## src/rtl/weight_bank_streamer.sv

```systemverilog
// weight_bank_streamer: captures loader writes into a small register bank and
// streams the bank in slot order over valid/ready once started, then pulses done.
module weight_bank_streamer #(
    parameter int unsigned WORD_W = 32,
    parameter int unsigned ADDR_W = 2,
    parameter int unsigned DEPTH  = 4
) (
    input  logic              clk,
    input  logic              reset,
    input  logic              wr_en,
    input  logic [ADDR_W-1:0] wr_addr,
    input  logic [WORD_W-1:0] wr_data,
    input  logic              start,
    output logic              out_valid,
    input  logic              out_ready,
    output logic [WORD_W-1:0] out_data,
    output logic [ADDR_W-1:0] out_index,
    output logic              busy,
    output logic              done,
    output logic [DEPTH-1:0]  loaded,
    output logic              wr_err,
    output logic              start_err
);

    typedef enum logic [1:0] {
        S_IDLE   = 2'd0,
        S_STREAM = 2'd1,
        S_DONE   = 2'd2
    } state_t;

    localparam logic [ADDR_W-1:0] LAST_IDX = ADDR_W'(DEPTH - 1);

    state_t            state, state_n;
    logic [ADDR_W-1:0] idx, idx_n;
    logic [WORD_W-1:0] bank   [DEPTH];
    logic [WORD_W-1:0] bank_n [DEPTH];
    logic [DEPTH-1:0]  loaded_n;
    logic              wr_err_n, start_err_n;
    logic              out_valid_n, busy_n, done_n;
    logic [WORD_W-1:0] out_data_n;
    logic [ADDR_W-1:0] out_index_n;

    // Next-state, bank update and next-output decode; outputs are registered from these.
    always_comb begin
        state_n     = state;
        idx_n       = idx;
        loaded_n    = loaded;
        wr_err_n    = wr_err;
        start_err_n = start_err;
        for (int i = 0; i < int'(DEPTH); i++) begin
            bank_n[i] = bank[i];
        end

        unique case (state)
            S_IDLE: begin
                if (wr_en) begin
                    bank_n[wr_addr]   = wr_data;
                    loaded_n[wr_addr] = 1'b1;
                end
                // start is judged against the flags as they were before this cycle's write
                if (start) begin
                    if (&loaded) begin
                        state_n = S_STREAM;
                        idx_n   = '0;
                    end else begin
                        start_err_n = 1'b1;
                    end
                end
            end
            S_STREAM: begin
                if (wr_en) wr_err_n = 1'b1;
                if (start) start_err_n = 1'b1;
                if (out_ready) begin
                    if (idx == LAST_IDX) begin
                        state_n = S_DONE;
                    end else begin
                        idx_n = ADDR_W'(idx + 1'b1);
                    end
                end
            end
            S_DONE: begin
                if (wr_en) wr_err_n = 1'b1;
                if (start) start_err_n = 1'b1;
                loaded_n = '0;
                state_n  = S_IDLE;
            end
            default: begin
                state_n = S_IDLE;
            end
        endcase

        out_valid_n = (state_n == S_STREAM);
        busy_n      = (state_n != S_IDLE);
        done_n      = (state_n == S_DONE);
        out_data_n  = out_valid_n ? bank_n[idx_n] : '0;
        out_index_n = out_valid_n ? idx_n : '0;
    end

    // State, bank and registered outputs; synchronous reset wins over everything.
    always_ff @(posedge clk) begin
        if (reset) begin
            state     <= S_IDLE;
            idx       <= '0;
            for (int i = 0; i < int'(DEPTH); i++) begin
                bank[i] <= '0;
            end
            loaded    <= '0;
            wr_err    <= 1'b0;
            start_err <= 1'b0;
            out_valid <= 1'b0;
            busy      <= 1'b0;
            done      <= 1'b0;
            out_data  <= '0;
            out_index <= '0;
        end else begin
            state     <= state_n;
            idx       <= idx_n;
            for (int i = 0; i < int'(DEPTH); i++) begin
                bank[i] <= bank_n[i];
            end
            loaded    <= loaded_n;
            wr_err    <= wr_err_n;
            start_err <= start_err_n;
            out_valid <= out_valid_n;
            busy      <= busy_n;
            done      <= done_n;
            out_data  <= out_data_n;
            out_index <= out_index_n;
        end
    end

endmodule

```

## config.mk

```make
export PLATFORM = sky130hd
export DESIGN_NAME = weight_bank_streamer
export DESIGN_NICKNAME = d
export VERILOG_FILES = /design/src/rtl/weight_bank_streamer.sv
export SDC_FILE = /design/constraint.sdc
export NUM_CORES = 1
export LEC_CHECK = 0
export BUFFER_PORTS_ARGS = -buffer_cell sky130_fd_sc_hd__buf_2
export CAP_MARGIN = 20
export CELL_PAD_IN_SITES_DETAIL_PLACEMENT = 0
export CELL_PAD_IN_SITES_GLOBAL_PLACEMENT = 1
export CORE_ASPECT_RATIO = 0.75
export CORE_MARGIN = 1
export CORE_UTILIZATION = 40
export CTS_BUF_LIST = sky130_fd_sc_hd__clkbuf_16
export CTS_CLUSTER_DIAMETER = 80
export DETAILED_ROUTE_END_ITERATION = 12
export GPL_ROUTABILITY_DRIVEN = 0
export PLACE_DENSITY_LB_ADDON = 0.1
export SYNTH_ARGS = -nofsm -noshare
export SYNTH_HDL_FRONTEND = slang
export SYNTH_SLANG_ARGS = --single-unit
```

## constraint.sdc

```tcl
create_clock -name clk -period 5.9 [get_ports clk]
set_clock_uncertainty 0.05 [all_clocks]
set_input_delay 0.295 -clock clk [delete_from_list [all_inputs] [get_ports clk]]
set_output_delay 0.295 -clock clk [all_outputs]
set_load 0.03 [all_outputs]
```

# Word level (Yosys, flattened, before mapping)
# Memories as Yosys holds them, arrays and structs flattened.
# Index checks and enable logic that the tools add are counted.
# classes
addsub	1
eq_ne	9
bitwise	8
order_cmp	5
reduce_logical	12
mux	33
# ops
operator	n
two-way mux 128 bit	2
two-way mux 32 bit	7
bitwise mux 128 bit	1
binary-select mux 32 bit (select 2 bit)	1
demux 32 bit (select 2 bit)	1
two-way mux 2 bit	8
case mux 2 bit (2 select lines)	2
case mux 4 bit (2 select lines)	1
AND reduction 4 bit	2
two-way mux 1 bit	7
equality test 2 bit, second input constant	3
>= comparator 3 bit, second input constant	2
!= test 2 bit, second input constant	3
NOT 2 -> 3 bit	2
nonzero test 2 bit	3
equality test 2 x 1 -> 1 bit, second input constant	2
two-way mux 4 bit	1
OR 1 bit	4
OR 4 bit	1
AND reduction 2 bit	2
OR reduction 2 bit	2
< comparator 2 x 3 -> 1 bit, second input constant	1
< comparator 3 x 1 -> 1 bit, second input constant	1
adder 2 x 1 -> 2 bit, second input constant	1
7 further kinds	8
# word_totals
ramBits	128
in_bits	39
out_inout_bits	43
n_memories	1
ff_bits	47
wordCells	79
# mem_list
memory	words	word_bits	read_ports	rd_clocked_by_memory_dff	write_ports	line_no	source
bank	4	32	4	0	4	35	logic [WORD_W-1:0] bank [DEPTH];

# Logic depth before layout (Yosys ltp)
# Gate-level depths: netlist (run 1).
# logic_depth
ltp_word	11
ltp_mapped	10
mapped_depth_nobuf	7

# Least setup slack after synthesis (run 1)
# No wires, ideal clock.
# synth_timing
kind	register -> register
startpoint	register state[1]
endpoint	register out_data[0]
required_ps	5733
n_path_buf	3
period_less_slack_ps	2020
stages_incl_launch_ff	11
arrival_time_ps	1853
setup_slack_ps	3880
setup_time_ps	117
cell_sequence	dfxtp_1 inv_1 ha_1 buf_4 nand2_1 or3_1 buf_2 buf_6 mux2i_1 nand2_1 a32o_1
# synth_via
elab_chain_len	6
elab_cells_between_ends	16
cone_classes	eq/ne (2); mux (10); bitwise (2); reduce/logical (2)
# synth_rtl
element	line_no	source
start, declared	33	state_t state, state_n;
start signal, assigned	116	state <= state_n;
equality test 2 x 1 -> 1 bit, or another cell as far along	54	unique case (state)
case mux 2 bit (2 select lines), or another cell as far along	54	
NOT 2 -> 3 bit (not written as such) / case mux 2 bit (2 select lines) (equally long branches)	95, 54	
binary-select mux 32 bit (select 2 bit) / equality test 2 x 1 -> 1 bit (equally long branches)	95, 92	
two-way mux 32 bit (not written as such) / NOT 1 bit (equally long branches)	n/a	
two-way mux 32 bit (not written as such) / OR reduction 2 bit (equally long branches)	n/a	
end signal, assigned	127	out_data <= out_data_n;
end, declared	16	output logic [WORD_W-1:0] out_data,
# Parallel ways exist; a longest one is shown, timed or not. The select of a mux whose other input is x is not followed.
# A chain may end at the register's enable or synchronous reset.

# Worst setup path after layout (run 1)
# layout_timing
startpoint	register state[1]
endpoint	register out_data[28]
# Same word-level chain as after synthesis.

==> impl_metrics.toml, run 1 <==
[setup_path]
endpoint = "out_data[28]"
crit_buf_inv = 3
cp-start-kind = "flip-flop"
cp_slowest_cell = "buf_4"
critical-path-top-delay-family = "buffers and inverters"
crit_type = "reg -> reg"
crit_chain = "inv_1, ha_1, inv_2, a21oi_1, o2bb2ai_4, buf_4, nand2_1, a32o_1"
crit_fanout = 58
cpPeakStageDelay_ns = 0.70
worstPathArrival_ns = 3.06
r2r_cells = 8
ff2ff_setup_slack_ns = 3.10
cp-end-kind = "flip-flop"
cp_num_cells = 8
r2r-start = "state[1]"
cp.required_ns = 6.16
rr_endpoint = "out_data[28]"
crit_start = "state[1]"

[synth]
ys_seq_elements = 175
async_flop_share_pct = 0
synth_flop_cell = "dfxtp_1"
syn_inst = 671
syn_area_per_cell_um2 = 10.1
synth_top_family_by_area = "multiplexers"
synth_compound_area_share_pct = 6.98
synthMuxAreaShare_pct = 23.8
syn_nets = 713
yosys.area_share.simple_pct = 12.8
syn_area_um2 = 6780
ys_warn_count = 0
yosys.cell_types.count = 32
synth-edff-count = 0
synth_xor_area_share_pct = 0
yosys.area_share.adder_pct = 0.554
yosysSeqAreaShare_pct = 51.7

[timing]
finalMaxSlewViolations = 0
finalCritPeriodShare_pct = 47.5
rsz0062_at_grt = "no"
slew_headroom_pct = 28.9
tightest_slew_ns = 1.06
worst_hold_slack_ns = 0.103
fin_tns_setup_ns = 0
fmax_ghz = 0.357
fin_crit_ns = 2.80
finalHoldViolCount = 0
setup_viol = 0

[cts]
cts-root-buf = "clkbuf_16"
ctsHoldBuffers = 0
post-cts-setup-buffers = 0
clk_path_buf_depth = 2
cts_tree = "built"
ctsResizeCount = 0
cts_made_buffers = 17
clkLatencyLatePin_ns = 0.42
clock_sinks = 175
clkTransAtPathRegs_ns = 0.06
cts_max_level = 4

[final_layout]
final_cell_area_um2 = 7790
nNetsFinal = 773
area_delta_synth_final_pct = 14.9
drive_gt1_share_pct = 16.2

[hold_path]
hold_class = "in -> reg"
holdPathStages = 3

[power]
peakVddDrop_mv = 0.183
leakage_nw = 3.86
cellPowerDensity_nw_per_um2 = 300

[floorplan]
ioPinCount = 82
die_w_um = 152
die_area_um2 = 17500
core.rowCount = 40
die_y_um = 115
start_util_pct = 41.7
coreArea_um2 = 16300

[route]
dr.pass1.iters = 10
vias_per_cell = 5.07
dr.first_iter.drc_count = 259
routed_wirelength_mm = 15.5
routedWlPerCell_um = 16.3
routed-via-count = 4828
antenna_left = 0
drc_errors = 16

[global_route]
grt_pass1_vias = 4891
grt_max_degree = 71
antenna_found_initial = 1
gr-total-overflow = 0
track_usage_pct = 18.8
grt_pass1_wl_mm = 25.5

[flow_run]
maxCapViolations = 0

[placed_design]
io_buffer_count = 81
dp_hpwl_mm = 8.83
post_dp_cell_area_um2 = 7300

[status]
violations = "design-rule violations"
run_status = "complete, but fails checks"
## cells in the mapped netlist (all sizes together), types with 2 or more instances
cell type  number  share of area [%]
dfxtp         175                 52
mux2i         161                 24
nor2          142                7.9
nand2          65                3.6
a32o           32                4.7
buf            24                2.5
clkbuf         24                1.3
a21oi           7               0.52
inv             7               0.39
o21ai           6               0.44
a31oi           5               0.46
ha              3               0.55
and2            2               0.18
and3            2               0.18
nand3           2               0.15
or3             2               0.18
## worst reg2reg max path: cells and delay by family, from the launching register on
kind | cells | cell delay (ns)
buffers and inverters | 3 | 0.91
flip-flops | 1 | 0.34
AND/OR/NAND/NOR | 1 | 0.17
adder cells (fa/ha/maj) | 1 | 0.36
AO/OA/AOI/OAI | 3 | 0.86
## logic make-up (layout without fill, tap and decap cells)
group,count (synthesis),in the layout
and+or+nand+nor,220,220
other,0,1
buffers and inverters,55,126
adders and majority gates,3,3
AOI/OAI and AO/OA,57,57
muxes,161,161
DFF,175,175
## power by group
| part | leakage (nW) | total, W | switching [W] | internal, W |
|---|---|---|---|---|
| logic | 2.19 | 0.000154 | 0.0000953 | 0.0000585 |
| clock network | 0.252 | 0.000959 | 0.000441 | 0.000518 |
| registers | 1.42 | 0.00122 | 0.00000848 | 0.00121 |
| total | 3.86 | 0.00233 | 0.000545 | 0.00179 |
## how the worst min path moves through the flow
stage	startpoint	endpoint	slack (ns)
2_1_floorplan	start	start_err	0.39
3_3_place_gp	start_err	start_err	0.40
3_5_place_dp	start_err	start_err	0.41
4_1_cts	wr_en	wr_err	0.08
5_1_grt	wr_data[6]	bank[3][6]	0.12
6_report	wr_en	wr_err	0.10
## layer usage
metal | track usage [%] | up-vias | part of all wire [%]
met3 | 4.82 | 17 | 5.2
met5 | 0 | - | 0
met4 | 7.48 | 0 | 1.3
met1 | 24.3 | 2299 | 49
li1 | - | 2420 | -
met2 | 30.5 | 92 | 45
## final cells by class
type	instances	area, µm²
Clock inverter	13	60.1
Tap cell	210	263
Fill cell	1528	8470
Inverter	7	26.3
Multi-Input combinational cell	441	3040
Sequential cell	175	3500
Antenna cell	1	2.50
Clock buffer	17	425
Timing Repair Buffer	89	468
## sequential cells by signal, indices dropped and copies added, names as in the netlist
name       cells
out_valid      1
out_index      2
state          2
busy           1
start_err      1
loaded         4
bank         128
idx            2
done           1
out_data      32
wr_err         1
## through the flow
| stage | utilization [%] | cells | power, W | worst slack, ns |
|---|---|---|---|---|
| 3_3_place_gp | 44.9 | 922 | 0.00140 | 3.16 |
| 4_1_cts | 47.9 | 952 | 0.00237 | 3.09 |
| 3_5_place_dp | 44.9 | 922 | 0.00140 | 3.10 |
| 5_1_grt | 47.9 | 952 | 0.00244 | 2.85 |
| 6_report | 47.9 | 953 | 0.00233 | 3.10 |
| 2_1_floorplan | - | 671 | 0.00135 | 3.88 |
## cell usage in the layout (no fill, tap or decap), types with 2 or more instances in the layout
| master | netlist | layout |
|---|---|---|
| ha_1 | 3 | 3 |
| nand2_1 | 65 | 65 |
| and2_1 | 2 | 2 |
| mux2i_1 | 161 | 161 |
| nand3_1 | 2 | 2 |
| buf_4 | 5 | 9 |
| a31oi_1 | 5 | 5 |
| o21ai_1 | 2 | 2 |
| and3_1 | 2 | 2 |
| clkinv_2 | 0 | 5 |
| a21oi_1 | 7 | 7 |
| dfxtp_1 | 175 | 175 |
| o21ai_0 | 4 | 4 |
| or3_2 | 0 | 2 |
| clkinv_1 | 0 | 5 |
| nor2_1 | 142 | 141 |
| a32o_1 | 32 | 32 |
| clkbuf_16 | 0 | 17 |
| buf_2 | 13 | 80 |
| inv_1 | 6 | 8 |
(Power assumes the default switching activity.)
==> run 2: changes to the inputs <==
==> constraint.sdc (replaced) <==
create_clock -name clk -period 2.9 [get_ports clk]
set_clock_uncertainty 0.05 [all_clocks]
set_input_delay 0.145 -clock clk [delete_from_list [all_inputs] [get_ports clk]]
set_output_delay 0.145 -clock clk [all_outputs]
set_load 0.03 [all_outputs]
==> run 2 against run 1 <==
  * The flow still finishes with violations (design-rule violations)
  * Routed wire length is 3.2% higher
  * Register-to-register slack worse by 2.8 ns
  * Setup slack worse by 2.8 ns
  * Power is 120% higher
  * Worst hold slack worse by 0.10 ns
  * Critical path depth stayed put
  * Sequential power is 100% higher
  * Non-clock buffer count is 40 higher
  * Count of clock-buffer cells in the layout stayed put
  * Core utilization is 3.3 points higher
  * Largest cell class unchanged
==> impl_metrics.toml, run 2 (synthesis results as in run 1) <==
[status]
run_status = "complete, but fails checks"
violations = "design-rule violations"

[timing]
fin_tns_setup_ns = 0
finalHoldViolCount = 0
finalCritPeriodShare_pct = 88.1
fin_crit_ns = 2.56
slew_headroom_pct = 25.1
worst_hold_slack_ns = 0.00230
fmax_ghz = 0.391
tightest_slew_ns = 1.12
finalMaxSlewViolations = 0
setup_viol = 0
rsz0062_at_grt = "no"

[power]
finalPower_w = 0.00510
leakage_nw = 4.09
cellPowerDensity_nw_per_um2 = 612
peakVddDrop_mv = 0.379

[cts]
clkTransAtPathRegs_ns = 0.06
cts_made_buffers = 17
clkLatencyLatePin_ns = 0.43
cts_max_level = 4
clk_path_buf_depth = 2
clock_sinks = 175
cts_tree = "built"
ctsResizeCount = 0
cts-root-buf = "clkbuf_16"

[floorplan]
die_y_um = 115
die_w_um = 152
ioPinCount = 82
die_area_um2 = 17500
start_util_pct = 41.7
core.rowCount = 40
coreArea_um2 = 16300

[hold_path]
hold_path_startpoint = "wr_data[13]"
hold_class = "in -> reg"
holdPathEnd = "bank[3][13]"
holdPathStages = 3

[route]
drc_errors = 8
vias_per_cell = 5.06
dr.pass1.iters = 9
antenna_left = 0
routed_wirelength_mm = 16.0
routedWlPerCell_um = 16.1
routed-via-count = 5031
dr.first_iter.drc_count = 277

[placed_design]
io_buffer_count = 81
dp_hpwl_mm = 9.67
post_dp_cell_area_um2 = 7450

[setup_path]
crit_type = "reg -> reg"
cp_slowest_cell = "or3_2"
cp-end-kind = "flip-flop"
cp-start-kind = "flip-flop"
ff2ff_setup_slack_ns = 0.34
r2r-start = "state[1]"
crit_buf_inv = 2
crit_chain = "inv_1, ha_1, nand2_1, or3_2, buf_4, mux2i_1, nand2_1, a32o_1"
crit_start = "state[1]"
crit_fanout = 22
cp.required_ns = 3.16
cpMostUsedCell = "nand2_1"
rr_endpoint = "out_data[13]"
cpPeakStageDelay_ns = 0.48
r2r_cells = 8
critical-path-top-delay-family = "simple AND/OR/NAND/NOR gates"
worstPathArrival_ns = 2.82

[final_layout]
final_cell_area_um2 = 8340
top_regs = "bank x128, out_data x32, loaded x4"
diodes = 0
layout_commonest_cell = "dfxtp_1"
largest_reg_flops = 128
drive_gt1_share_pct = 17.1
layout_common_cells = "dfxtp_1 (175), mux2i_1 (161), nor2_1 (141), buf_2 (80), nand2_1 (65)"
nNetsFinal = 813
area_delta_synth_final_pct = 22.9
fill_cells = 1515
finish.utilization_pct = 51.2
max_flop_register = "bank"

[global_route]
gr-total-overflow = 0
antenna_found_initial = 0
track_usage_pct = 19.2
grt_pass1_vias = 4905
grt_max_degree = 105
grt_pass1_wl_mm = 25.9

[flow_run]
maxCapViolations = 0
[run 2: worst max path at each step]
stage / cells after the start / to / slack, ns
3_5_place_dp: 8 / out_data[19] / 0.36
2_1_floorplan: 10 / out_data[0] / 0.88
6_report: 8 / out_data[13] / 0.34
3_3_place_gp: 8 / out_data[6] / 0.45
5_1_grt: 8 / out_data[18] / 0.15
4_1_cts: 8 / out_data[27] / 0.33
[run 2: where the power goes]
part           total, W  internal [W]  switching (W)
Sequential      0.00248       0.00247      0.0000172
Combinational  0.000355      0.000150       0.000205
Clock           0.00226       0.00133       0.000925
[run 2: area by class of cell]
type / instances / area [µm²] / share of cell area [%]
tap: 210 / 263 / 3.15
inverter: 7 / 26.3 / 0.315
timing repair buffer: 129 / 921 / 11.0
multi-input combinational: 441 / 3040 / 36.5
sequential: 175 / 3500 / 42.0
clock inverter: 15 / 154 / 1.85
clock buffer: 17 / 425 / 5.10
[run 2: timing repair]
action / 4_1_cts / 5_1_grt
buffers inserted: 0 / 0
hold endpoints to repair: 112 / 0
hold buffers: 31 / 0
[run 2: metal layers]
layer | track usage [%] | wire [µm] | up-vias
li1 | - | - | 2507
met1 | 25.9 | 8110 | 2416
met2 | 30.2 | 7040 | 96
met3 | 4.90 | 687 | 12
met4 | 6.12 | 159 | 0
met5 | 0 | 0 | -
[run 2: stage by stage]
| stage | setup WS [ns] | cells |
|---|---|---|
| floorplan | 0.880 | 671 |
| global placement | 0.455 | 931 |
| detailed placement | 0.363 | 931 |
| CTS | 0.335 | 994 |
| global route | 0.151 | 994 |
| finish | 0.344 | 994 |
[run 2: worst register-to-register path, stage by stage, from the launching register on]
cell	delay (ns)
dfxtp_1	0.36
inv_1	0.11
ha_1	0.36
nand2_1	0.19
or3_2	0.48
buf_4	0.29
mux2i_1	0.27
nand2_1	0.08
a32o_1	0.26
